**config.mk**
```make
export PLATFORM = sky130hd
export DESIGN_NAME = seq_div_restoring
export DESIGN_NICKNAME = d
export VERILOG_FILES = /design/src/rtl/seq_div_restoring.sv
export SDC_FILE = /design/constraint.sdc
export NUM_CORES = 1
export LEC_CHECK = 0
export ABC_AREA = 1
export CAP_MARGIN = 0
export CORE_MARGIN = 5
export CORE_UTILIZATION = 41
export DETAILED_ROUTE_END_ITERATION = 12
export MAX_ROUTING_LAYER = met4
export REMOVE_ABC_BUFFERS = 1
export SYNTH_ARGS = -nofsm -noshare
export SYNTH_HDL_FRONTEND = slang
export SYNTH_SLANG_ARGS = --single-unit
```
**constraint.sdc**
```tcl
create_clock -name clk -period 2.4 [get_ports clk]
set_input_delay 0.48 -clock clk [delete_from_list [all_inputs] [get_ports clk]]
set_output_delay 0.48 -clock clk [all_outputs]
set_load 0.1 [all_outputs]
```
**src/rtl/seq_div_restoring.sv**
```systemverilog
// rtl/seq_div_restoring.sv - sequential N-bit unsigned restoring divider, one quotient bit per clock
module seq_div_restoring #(
  parameter int N = 8
) (
  input  logic         clk,
  input  logic         rst_n,
  input  logic         start,
  input  logic [N-1:0] dividend,
  input  logic [N-1:0] divisor,
  output logic         busy,
  output logic         done,
  output logic [N-1:0] quotient,
  output logic [N-1:0] remainder,
  output logic         div_by_zero
);

  localparam int CW = (N > 2) ? $clog2(N) : 1;

  typedef enum logic [1:0] {
    S_IDLE = 2'd0,
    S_CALC = 2'd1,
    S_DONE = 2'd2
  } state_t;

  state_t         state_q, state_d;
  logic [N-1:0]   q_q, q_d;
  logic [N-1:0]   d_q, d_d;
  // A restored remainder is always below the divisor, so only the shifted
  // trial value needs the extra top bit; the stored remainder fits in N bits.
  logic [N-1:0]   r_q, r_d;
  logic [CW-1:0]  cnt_q, cnt_d;
  logic [N-1:0]   quot_q, quot_d;
  logic [N-1:0]   rem_q, rem_d;
  logic           dbz_q, dbz_d;

  logic [N:0]     r_shift;
  logic [N:0]     trial;
  logic [N-1:0]   q_shift;

  always_ff @(posedge clk or negedge rst_n) begin
    if (!rst_n) begin
      state_q <= S_IDLE;
      q_q     <= '0;
      d_q     <= '0;
      r_q     <= '0;
      cnt_q   <= '0;
      quot_q  <= '0;
      rem_q   <= '0;
      dbz_q   <= 1'b0;
    end else begin
      state_q <= state_d;
      q_q     <= q_d;
      d_q     <= d_d;
      r_q     <= r_d;
      cnt_q   <= cnt_d;
      quot_q  <= quot_d;
      rem_q   <= rem_d;
      dbz_q   <= dbz_d;
    end
  end

  always_comb begin
    state_d = state_q;
    q_d     = q_q;
    d_d     = d_q;
    r_d     = r_q;
    cnt_d   = cnt_q;
    quot_d  = quot_q;
    rem_d   = rem_q;
    dbz_d   = dbz_q;
    r_shift = {r_q, q_q[N-1]};
    q_shift = {q_q[N-2:0], 1'b0};
    trial   = r_shift - {1'b0, d_q};

    unique case (state_q)
      S_IDLE: begin
        if (start) begin
          if (divisor == '0) begin
            quot_d  = '1;
            rem_d   = dividend;
            dbz_d   = 1'b1;
            state_d = S_DONE;
          end else begin
            q_d     = dividend;
            d_d     = divisor;
            r_d     = '0;
            cnt_d   = '0;
            state_d = S_CALC;
          end
        end
      end
      S_CALC: begin
        if (!trial[N]) begin
          r_d = trial[N-1:0];
          q_d = q_shift | {{(N-1){1'b0}}, 1'b1};
        end else begin
          r_d = r_shift[N-1:0];
          q_d = q_shift;
        end
        cnt_d = cnt_q + 1'b1;
        if (cnt_q == CW'(N - 1)) begin
          quot_d  = q_d;
          rem_d   = r_d;
          dbz_d   = 1'b0;
          state_d = S_DONE;
        end
      end
      S_DONE: begin
        state_d = S_IDLE;
      end
      default: begin
        state_d = S_IDLE;
      end
    endcase
  end

  assign busy        = (state_q == S_CALC);
  assign done        = (state_q == S_DONE);
  assign quotient    = quot_q;
  assign remainder   = rem_q;
  assign div_by_zero = dbz_q;

endmodule

```
==> results.yml, run 1 <==
critical_path:
  arrival_ps: 2210
  crit_path_frequent_cell: "inv_1"
  cp_num_buf_inv: 3
  cpPeakStageDelay_ps: 390
  crit_required_ps: 2650
  worst-r2r-setup-slack_ps: 440
  cp-start-kind: "flip-flop"
  worstSetupPathType: "reg -> reg"
  worstPathMaxFanout: 9
  slowest_stage: "fa_1"
  end_kind: "flip-flop"
  cpLargestDelayFamily: "simple AND/OR/NAND/NOR gates"
  worstPathCellList: "inv_1 -> ha_1 -> inv_1 -> fa_1 -> nand2_1 -> nand2_2 -> nand3_2 -> nand3_1 -> nand2_4 -> nand3_2 -> nand3_1 -> nand2_1 -> inv_1"
sta:
  timing.fmax_mhz: 509
  final.period_utilization_pct: 81.8
  hold_violations: 0
  setup-violations-final: 0
  worstMarginPinSlew_ps: 592
  rsz0062_at_grt: "false"
  slew_headroom_pct: 60.5
  finalClockSkew_ps: 6.18
  period_minus_slack_ps: 1960
  fin_setup_tns_ps: 0
  finalMaxSlewViolations: 0
grt:
  grt_usage_pct: 16.2
  met2_usage_pct: 24.1
  use_met1_pct: 21.9
  antenna_found_initial: 0
  grt_busiest_layer: "met2"
  grt_use_met3_pct: 3.50
  grt_pass1_wl_um: 9710
  grt_max_degree: 47
  gr-total-overflow: 0
  grt_pass1_vias: 2123
logic_synthesis:
  synth-compound-area-share_pct: 7.71
  ys_types: 30
  synth_fa_ha_area_share_pct: 5.59
  synthMuxAreaShare_pct: 0
  ys_ff_latch: 46
  synthSimpleGateAreaFrac_pct: 30.2
  yosys.area.top_type: "dfrtp_1"
  ys_top_cells_by_count: "nand2_1 (61), inv_1 (59), dfrtp_1 (46), nor2_1 (38), nand3_1 (35)"
  syn_avg_cell_area_um2: 7.86
  synth_top_area_share_pct: 44.4
  netlist_top_cells_area: "dfrtp_1 (44%), nand2_1 (8.8%), inv_1 (8.5%)"
  synth_top_family_by_area: "simple AND/OR/NAND/NOR gates"
  synth_most_common_cell: "nand2_1"
  async_flop_share_pct: 100
  ys_seq_area_share_pct: 44.4
  yosys_most_used_dff: "dfrtp_1"
  synth_warnings: 0
  syn_inst: 330
  syn_area_um2: 2590
  synthXorXnorAreaFrac_pct: 1.01
  synth_edf_count: 0
clock_tree:
  cts_buffer_depth: 2
  clkLatencyLatePin_ps: 300
  clockRootBuffer: "clkbuf_8"
  post_cts.repair.setup_buffers: 0
  numCtsBuffers: 5
  cts.sinks: 46
  post_cts_resized: 0
  cts_tree: "done"
  hold_buffers: 0
  htree_levels: 2
  clkSlewWorstSetupHoldPaths_ps: 90
floorplan:
  die_x_um: 89.6
  core_um2: 6240
  rows: 29
  dieArea_um2: 8020
  die_height_um: 89.6
  top_level_ports: 38
  initial_core_util_pct: 41.6
drt:
  drtAntennaViolNets: 0
  num_vias: 2084
  drt_iter0_drc: 127
  first_pass_iters: 4
  routedWlPerCell_um: 12.2
  routed_wl_um: 5480
  drcViolationCount: 0
  detail_route.vias_per_cell: 4.64
final_layout:
  multi_input_area_um2: 1160
  antenna_cells: 0
  fillers: 634
  regArea_um2: 1150
  final_nets: 401
  drive_gt1_share_pct: 16.9
  area_delta_synth_final_pct: 21.2
place:
  io_buffers: 37
  hpwlAfterDp_um: 4140
  routabilityCongestion: 0.824
hold_path:
  hp-class: "in -> async"
run_status:
  status: "completed"
job:
  max_cap_viol_count: 0
## kinds of logic (layout without fill, tap and decap cells)
logic type | Yosys count | after routing
xor+xnor | 3 | 3
fa+ha+maj | 11 | 11
simple gates | 164 | 164
compound gates | 37 | 37
buf+inv | 69 | 111
flops | 46 | 46
## worst reg2reg max path, delay by kind of cell, from the launching register on
family	cells	cell delay (ps)
DFF	1	380
buffers and inverters	3	200
adders and majority gates	2	530
and+or+nand+nor	8	810
## per-stage QoR
stage | worst slack (ps) | std cells | area (µm²) | utilization (%) | hold WS (ps)
4_1_cts | 418 | 449 | 3140 | 50.4 | 275
3_5_place_dp | 347 | 441 | 3000 | 48.1 | 476
6_report | 437 | 449 | 3140 | 50.4 | 261
3_3_place_gp | 349 | 441 | 3000 | 48.1 | 467
5_1_grt | 258 | 449 | 3140 | 50.4 | 307
2_1_floorplan | 187 | 323 | 2540 | - | 184
## cell type report
type	count	area share (%)
Multi-Input combinational cell	215	36.8
Sequential cell	46	36.6
Timing Repair Buffer	41	11.5
Inverter	62	7.56
Tap cell	77	3.06
Clock buffer	6	2.63
Clock inverter	2	1.91
## cell usage in the layout (no fill, tap or decap), drive strengths merged
master          n
nand2          70
inv            62
dfrtp          46
nand3          43
nor2           40
buf            24
a21oi          19
clkdlybuf4s50  17
o21ai          14
ha             10
or2             8
clkbuf          6
xor2            2
a22o            2
bufinv          2
nand3b          1
nor3            1
nand4           1
xnor2           1
a31oi           1
a22oi           1
fa              1
## per-layer routing
metal | share of wire (%) | vias up | wire [µm]
li1 | - | 1111 | -
met1 | 50 | 941 | 2750
met2 | 46 | 25 | 2510
met3 | 2.5 | 7 | 136
met4 | 1.5 | 0 | 80
met5 | 0 | - | 0
## flip-flops by register name, indices dropped and copies added, names as in the netlist
register	count
d_q	8
q_q	8
quotient	8
r_q	8
remainder	8
cnt_q	3
state_q	2
div_by_zero	1
## final timing paths
path,from,to,cells after the start
hold / removal,rst_n,quotient[4]$_DFFE_PN0P_,2
min in group clk,d_q[3]$_DFFE_PN0P_,d_q[3]$_DFFE_PN0P_,2
max in group asynchronous,rst_n,d_q[3]$_DFFE_PN0P_,2
hold reg to reg,d_q[3]$_DFFE_PN0P_,d_q[3]$_DFFE_PN0P_,2
setup / recovery,q_q[7]$_DFFE_PN0P_,remainder[0]$_DFFE_PN0P_,13
setup reg to reg,q_q[7]$_DFFE_PN0P_,remainder[0]$_DFFE_PN0P_,13
Power of run 1 is not shown: default switching activity piles up to over one toggle a cycle in this logic, so the estimate is an artifact.
==> run 2, diff against run 1 <==
==> constraint.sdc (replaced) <==
create_clock -name clk -period 1.86 [get_ports clk]
set_input_delay 0.372 -clock clk [delete_from_list [all_inputs] [get_ports clk]]
set_output_delay 0.372 -clock clk [all_outputs]
set_load 0.1 [all_outputs]
==> results.yml, run 2 (synthesized netlist as in run 1, its figures left out) <==
place:
  placed_cells: 456
  placed_cell_area_um2: 3380
  io_buffers: 37
  hpwlAfterDp_um: 4400
  routabilityCongestion: 0.793
final_layout:
  multi_input_area_um2: 1410
  antenna_cells: 0
  final_nets: 424
  regArea_um2: 1150
  final_cell_mix: "nand2_1 (60), inv_1 (57), dfrtp_1 (46)"
  fin_util_pct: 60.4
  drive_gt1_share_pct: 28.6
  fillers: 539
  fin_area_um2: 3770
  area_delta_synth_final_pct: 45.2
  stdcell_count: 472
  final_common_cell: "nand2_1"
clock_tree:
  hold_buffers: 0
  htree_levels: 2
  cts.sinks: 46
  clockRootBuffer: "clkbuf_8"
  cts_tree: "done"
  clkSlewWorstSetupHoldPaths_ps: 90
  clkLatencyLatePin_ps: 300
  numCtsBuffers: 5
  cts_buffer_depth: 2
sta:
  fin_ws_ps: -46.0
  period_minus_slack_ps: 1910
  setup-violations-final: 9
  finalMaxSlewViolations: 0
  timing.fmax_mhz: 525
  worstMarginPinSlew_ps: 468
  hold_violations: 0
  rsz0062_at_grt: "true"
  finalClockSkew_ps: 10.4
  slew_headroom_pct: 68.8
  final.period_utilization_pct: 102
  hold_ws_ps: 14.0
run_status:
  failed_checks: "setup timing"
  status: "complete, but fails checks"
critical_path:
  end_kind: "flip-flop"
  cp-start-kind: "flip-flop"
  crit_required_ps: 2060
  setup.worst_path.start: "q_q[7]$_DFFE_PN0P_"
  reg2reg_from: "q_q[7]$_DFFE_PN0P_"
  arrival_ps: 2100
  worstPathMaxFanout: 4
  worstSetupPathType: "reg -> reg"
drt:
  drtAntennaViolNets: 0
  routedWlPerCell_um: 13.3
  routed_wl_um: 6260
  detail_route.vias_per_cell: 4.88
  drt_iter0_drc: 155
  num_vias: 2305
  first_pass_iters: 4
  drcViolationCount: 0
grt:
  grt_pass1_vias: 2384
  antenna_found_initial: 0
  grt_pass1_wl_um: 10600
  gr-total-overflow: 0
  grt_usage_pct: 17.4
  grt_max_degree: 28
floorplan:
  rows: 29
  initial_core_util_pct: 41.6
  die_height_um: 89.6
  top_level_ports: 38
  die_x_um: 89.6
  core_um2: 6240
  dieArea_um2: 8020
hold_path:
  hp-class: "in -> async"
job:
  max_cap_viol_count: 0
run 2: cell types whose count changed in the layout (fill, tap and decap cells not counted), moves of 4 or more:
cell,before,now
buf_12,1,22
ha_1,10,6
ha_4,0,4
nand2_4,3,8
nand3_1,35,16
nand3_2,8,22
nand3_4,0,5
run 2: path summary, 6_finish.rpt:
kind / end / slack, ps / cells after the start
max: remainder[1]$_DFFE_PN0P_ / -50 / 14
min: div_by_zero$_DFFE_PN0P_ / 10 / 1
max reg2reg: remainder[1]$_DFFE_PN0P_ / -50 / 14
min reg2reg: d_q[7]$_DFFE_PN0P_ / 490 / 2
max in group asynchronous: state_q[0]$_DFFE_PN0P_ / 1330 / 2
min in group clk: d_q[7]$_DFFE_PN0P_ / 490 / 2
run 2: layout make-up:
| cell class | count | share of cell area [%] |
|---|---|---|
| Multi-Input combinational cell | 217 | 37.4 |
| Sequential cell | 46 | 30.5 |
| Timing Repair Buffer | 62 | 20.8 |
| Inverter | 62 | 6.31 |
| Tap cell | 77 | 2.56 |
| Clock buffer | 7 | 2.29 |
| Clock inverter | 1 | 0.133 |
run 2: timing repair:
action,CTS,global route
setup endpoints to repair,12,19
buffers inserted,3,3
pin swaps,13,9
gates resized for setup,25,18
cloned,2,0
run 2: through the flow:
stage	TNS (ps)	setup WS, ps
detailed placement	-942	-104
global placement	-626	-82.6
CTS	-25.8	-8.95
floorplan	-2560	-245
finish	-295	-46.0
global route	-1520	-144
run 2: critical path, cell delays in order, from the launching register on:
cell and delay (ps):
dfrtp_1 400, inv_2 80, ha_4 120, inv_2 40
fa_2 340, nand2_2 80, nand2_4 60, nand3_4 130
nand2_4 80, nand2_4 120, nand2_4 100, nand3_2 100
nand3_2 60, nand2_1 50, inv_1 30
run 2: routing by layer:
metal | GRT usage [%] | vias up | routed length, µm
li1 | - | 1157 | -
met1 | 22.0 | 1093 | 2830
met2 | 29.1 | 48 | 3150
met3 | 2.86 | 7 | 202
met4 | 3.92 | 0 | 82
met5 | - | - | 0
Power of run 2 is left out for the same reason.
==> run 3, diff against run 2 <==
--- a/config.mk
+++ b/config.mk
@@ -11,7 +11,9 @@
 export CORE_UTILIZATION = 41
 export DETAILED_ROUTE_END_ITERATION = 12
 export MAX_ROUTING_LAYER = met4
+export PLACE_DENSITY = 0.72
 export REMOVE_ABC_BUFFERS = 1
 export SYNTH_ARGS = -nofsm -noshare
 export SYNTH_HDL_FRONTEND = slang
 export SYNTH_SLANG_ARGS = --single-unit
+export TNS_END_PERCENT = 100
==> results.yml, run 3 (synthesized netlist as in run 1, its figures left out) <==
grt:
  grt_max_degree: 47
  grt_pass1_vias: 2419
  grt_usage_pct: 18.1
  gr-total-overflow: 0
  antenna_found_initial: 0
  grt_pass1_wl_um: 10800
final_layout:
  final_nets: 423
  fin_area_um2: 3750
  final_cell_mix: "nand2_1 (61), inv_1 (57), dfrtp_1 (46)"
  final_common_cell: "nand2_1"
  area_delta_synth_final_pct: 44.6
  antenna_cells: 0
  drive_gt1_share_pct: 28.7
  fin_util_pct: 60.1
clock_tree:
  clockRootBuffer: "clkbuf_8"
  cts_tree: "done"
  cts.sinks: 46
  clkSlewWorstSetupHoldPaths_ps: 100
  htree_levels: 2
  clkLatencyLatePin_ps: 310
  numCtsBuffers: 5
  cts_buffer_depth: 2
critical_path:
  crit_required_ps: 2070
  cpPeakStageDelay_ps: 400
  r2r_cells: 14
  arrival_ps: 2150
  worstPathMaxFanout: 5
  end_kind: "flip-flop"
  slowest_stage: "dfrtp_1"
  cp-start-kind: "flip-flop"
  worstPathCellList: "inv_2 -> ha_4 -> inv_2 -> fa_2 -> nand2_1 -> nand2_2 -> nand3_4 -> nand2_4 -> nand2_4 -> nand2_8 -> nand3_2 -> nand3_2 -> nand2_1 -> inv_1"
  worst-r2r-setup-slack_ps: -80
  worstSetupPathType: "reg -> reg"
place:
  dp_slack_ps: -122
  io_buffers: 37
  hpwlAfterDp_um: 4420
  placed_cell_area_um2: 3360
  routabilityCongestion: 0.869
floorplan:
  die_height_um: 89.6
  dieArea_um2: 8020
  core_um2: 6240
  rows: 29
  die_x_um: 89.6
  initial_core_util_pct: 41.6
  top_level_ports: 38
drt:
  routed_wl_um: 6710
  detail_route.vias_per_cell: 4.93
  first_pass_iters: 4
  drtAntennaViolNets: 0
  routedWlPerCell_um: 14.2
  drcViolationCount: 0
  num_vias: 2321
  drt_iter0_drc: 111
run_status:
  status: "complete, but fails checks"
  failed_checks: "setup timing"
sta:
  rsz0062_at_grt: "true"
  period_minus_slack_ps: 1940
  worstMarginPinSlew_ps: 589
  fin_ws_ps: -84.8
  final.period_utilization_pct: 105
  finalMaxSlewViolations: 0
  hold_violations: 0
  fin_setup_tns_ps: -502
  finalClockSkew_ps: 12.1
  setup-violations-final: 10
  timing.fmax_mhz: 514
  slew_headroom_pct: 60.7
job:
  max_cap_viol_count: 0
hold_path:
  hp-class: "in -> async"
## run 3: per-stage QoR
| stage | instances | hold slack, ps |
|---|---|---|
| 2_1_floorplan | 323 | 76.4 |
| 3_3_place_gp | 455 | 474 |
| 3_5_place_dp | 455 | 475 |
| 4_1_cts | 468 | 169 |
| 5_1_grt | 471 | 195 |
| 6_report | 471 | 150 |
## run 3: final cells by class
type,count,area (µm²)
timing repair buffer,61,761
fill,540,2490
sequential,46,1150
clock buffer,5,68.8
multi-input combinational,217,1410
clock inverter,3,23.8
inverter,62,238
tap,77,96.3
## run 3: critical path, delay by kind of cell (launching register included)
| kind | cells | cell delay, ps |
|---|---|---|
| buffers and inverters | 3 | 170 |
| adders and majority gates | 2 | 450 |
| and+or+nand+nor | 9 | 830 |
| DFF | 1 | 400 |
## run 3: layer usage
layer,up-vias,global-route usage [%],share of wire [%]
met5,-,-,0
met4,0,8.25,2.8
met3,14,4.06,3.6
met2,43,29.5,51
met1,1107,21.2,43
li1,1157,-,-
## run 3: final timing paths
kind,end,start
setup reg to reg,remainder[7]$_DFFE_PN0P_,q_q[7]$_DFFE_PN0P_
min in group clk,d_q[7]$_DFFE_PN0P_,d_q[7]$_DFFE_PN0P_
setup / recovery,remainder[7]$_DFFE_PN0P_,q_q[7]$_DFFE_PN0P_
max in group asynchronous,remainder[7]$_DFFE_PN0P_,rst_n
hold reg to reg,d_q[7]$_DFFE_PN0P_,d_q[7]$_DFFE_PN0P_
hold / removal,q_q[0]$_DFFE_PN0P_,rst_n
## run 3: timing repair
action	CTS	global route
pin swaps	10	14
cloned	2	0
setup endpoints to repair	13	18
hold buffers	0	0
gates resized for setup	25	17
setup buffers	3	3
Power of run 3 is left out for the same reason.
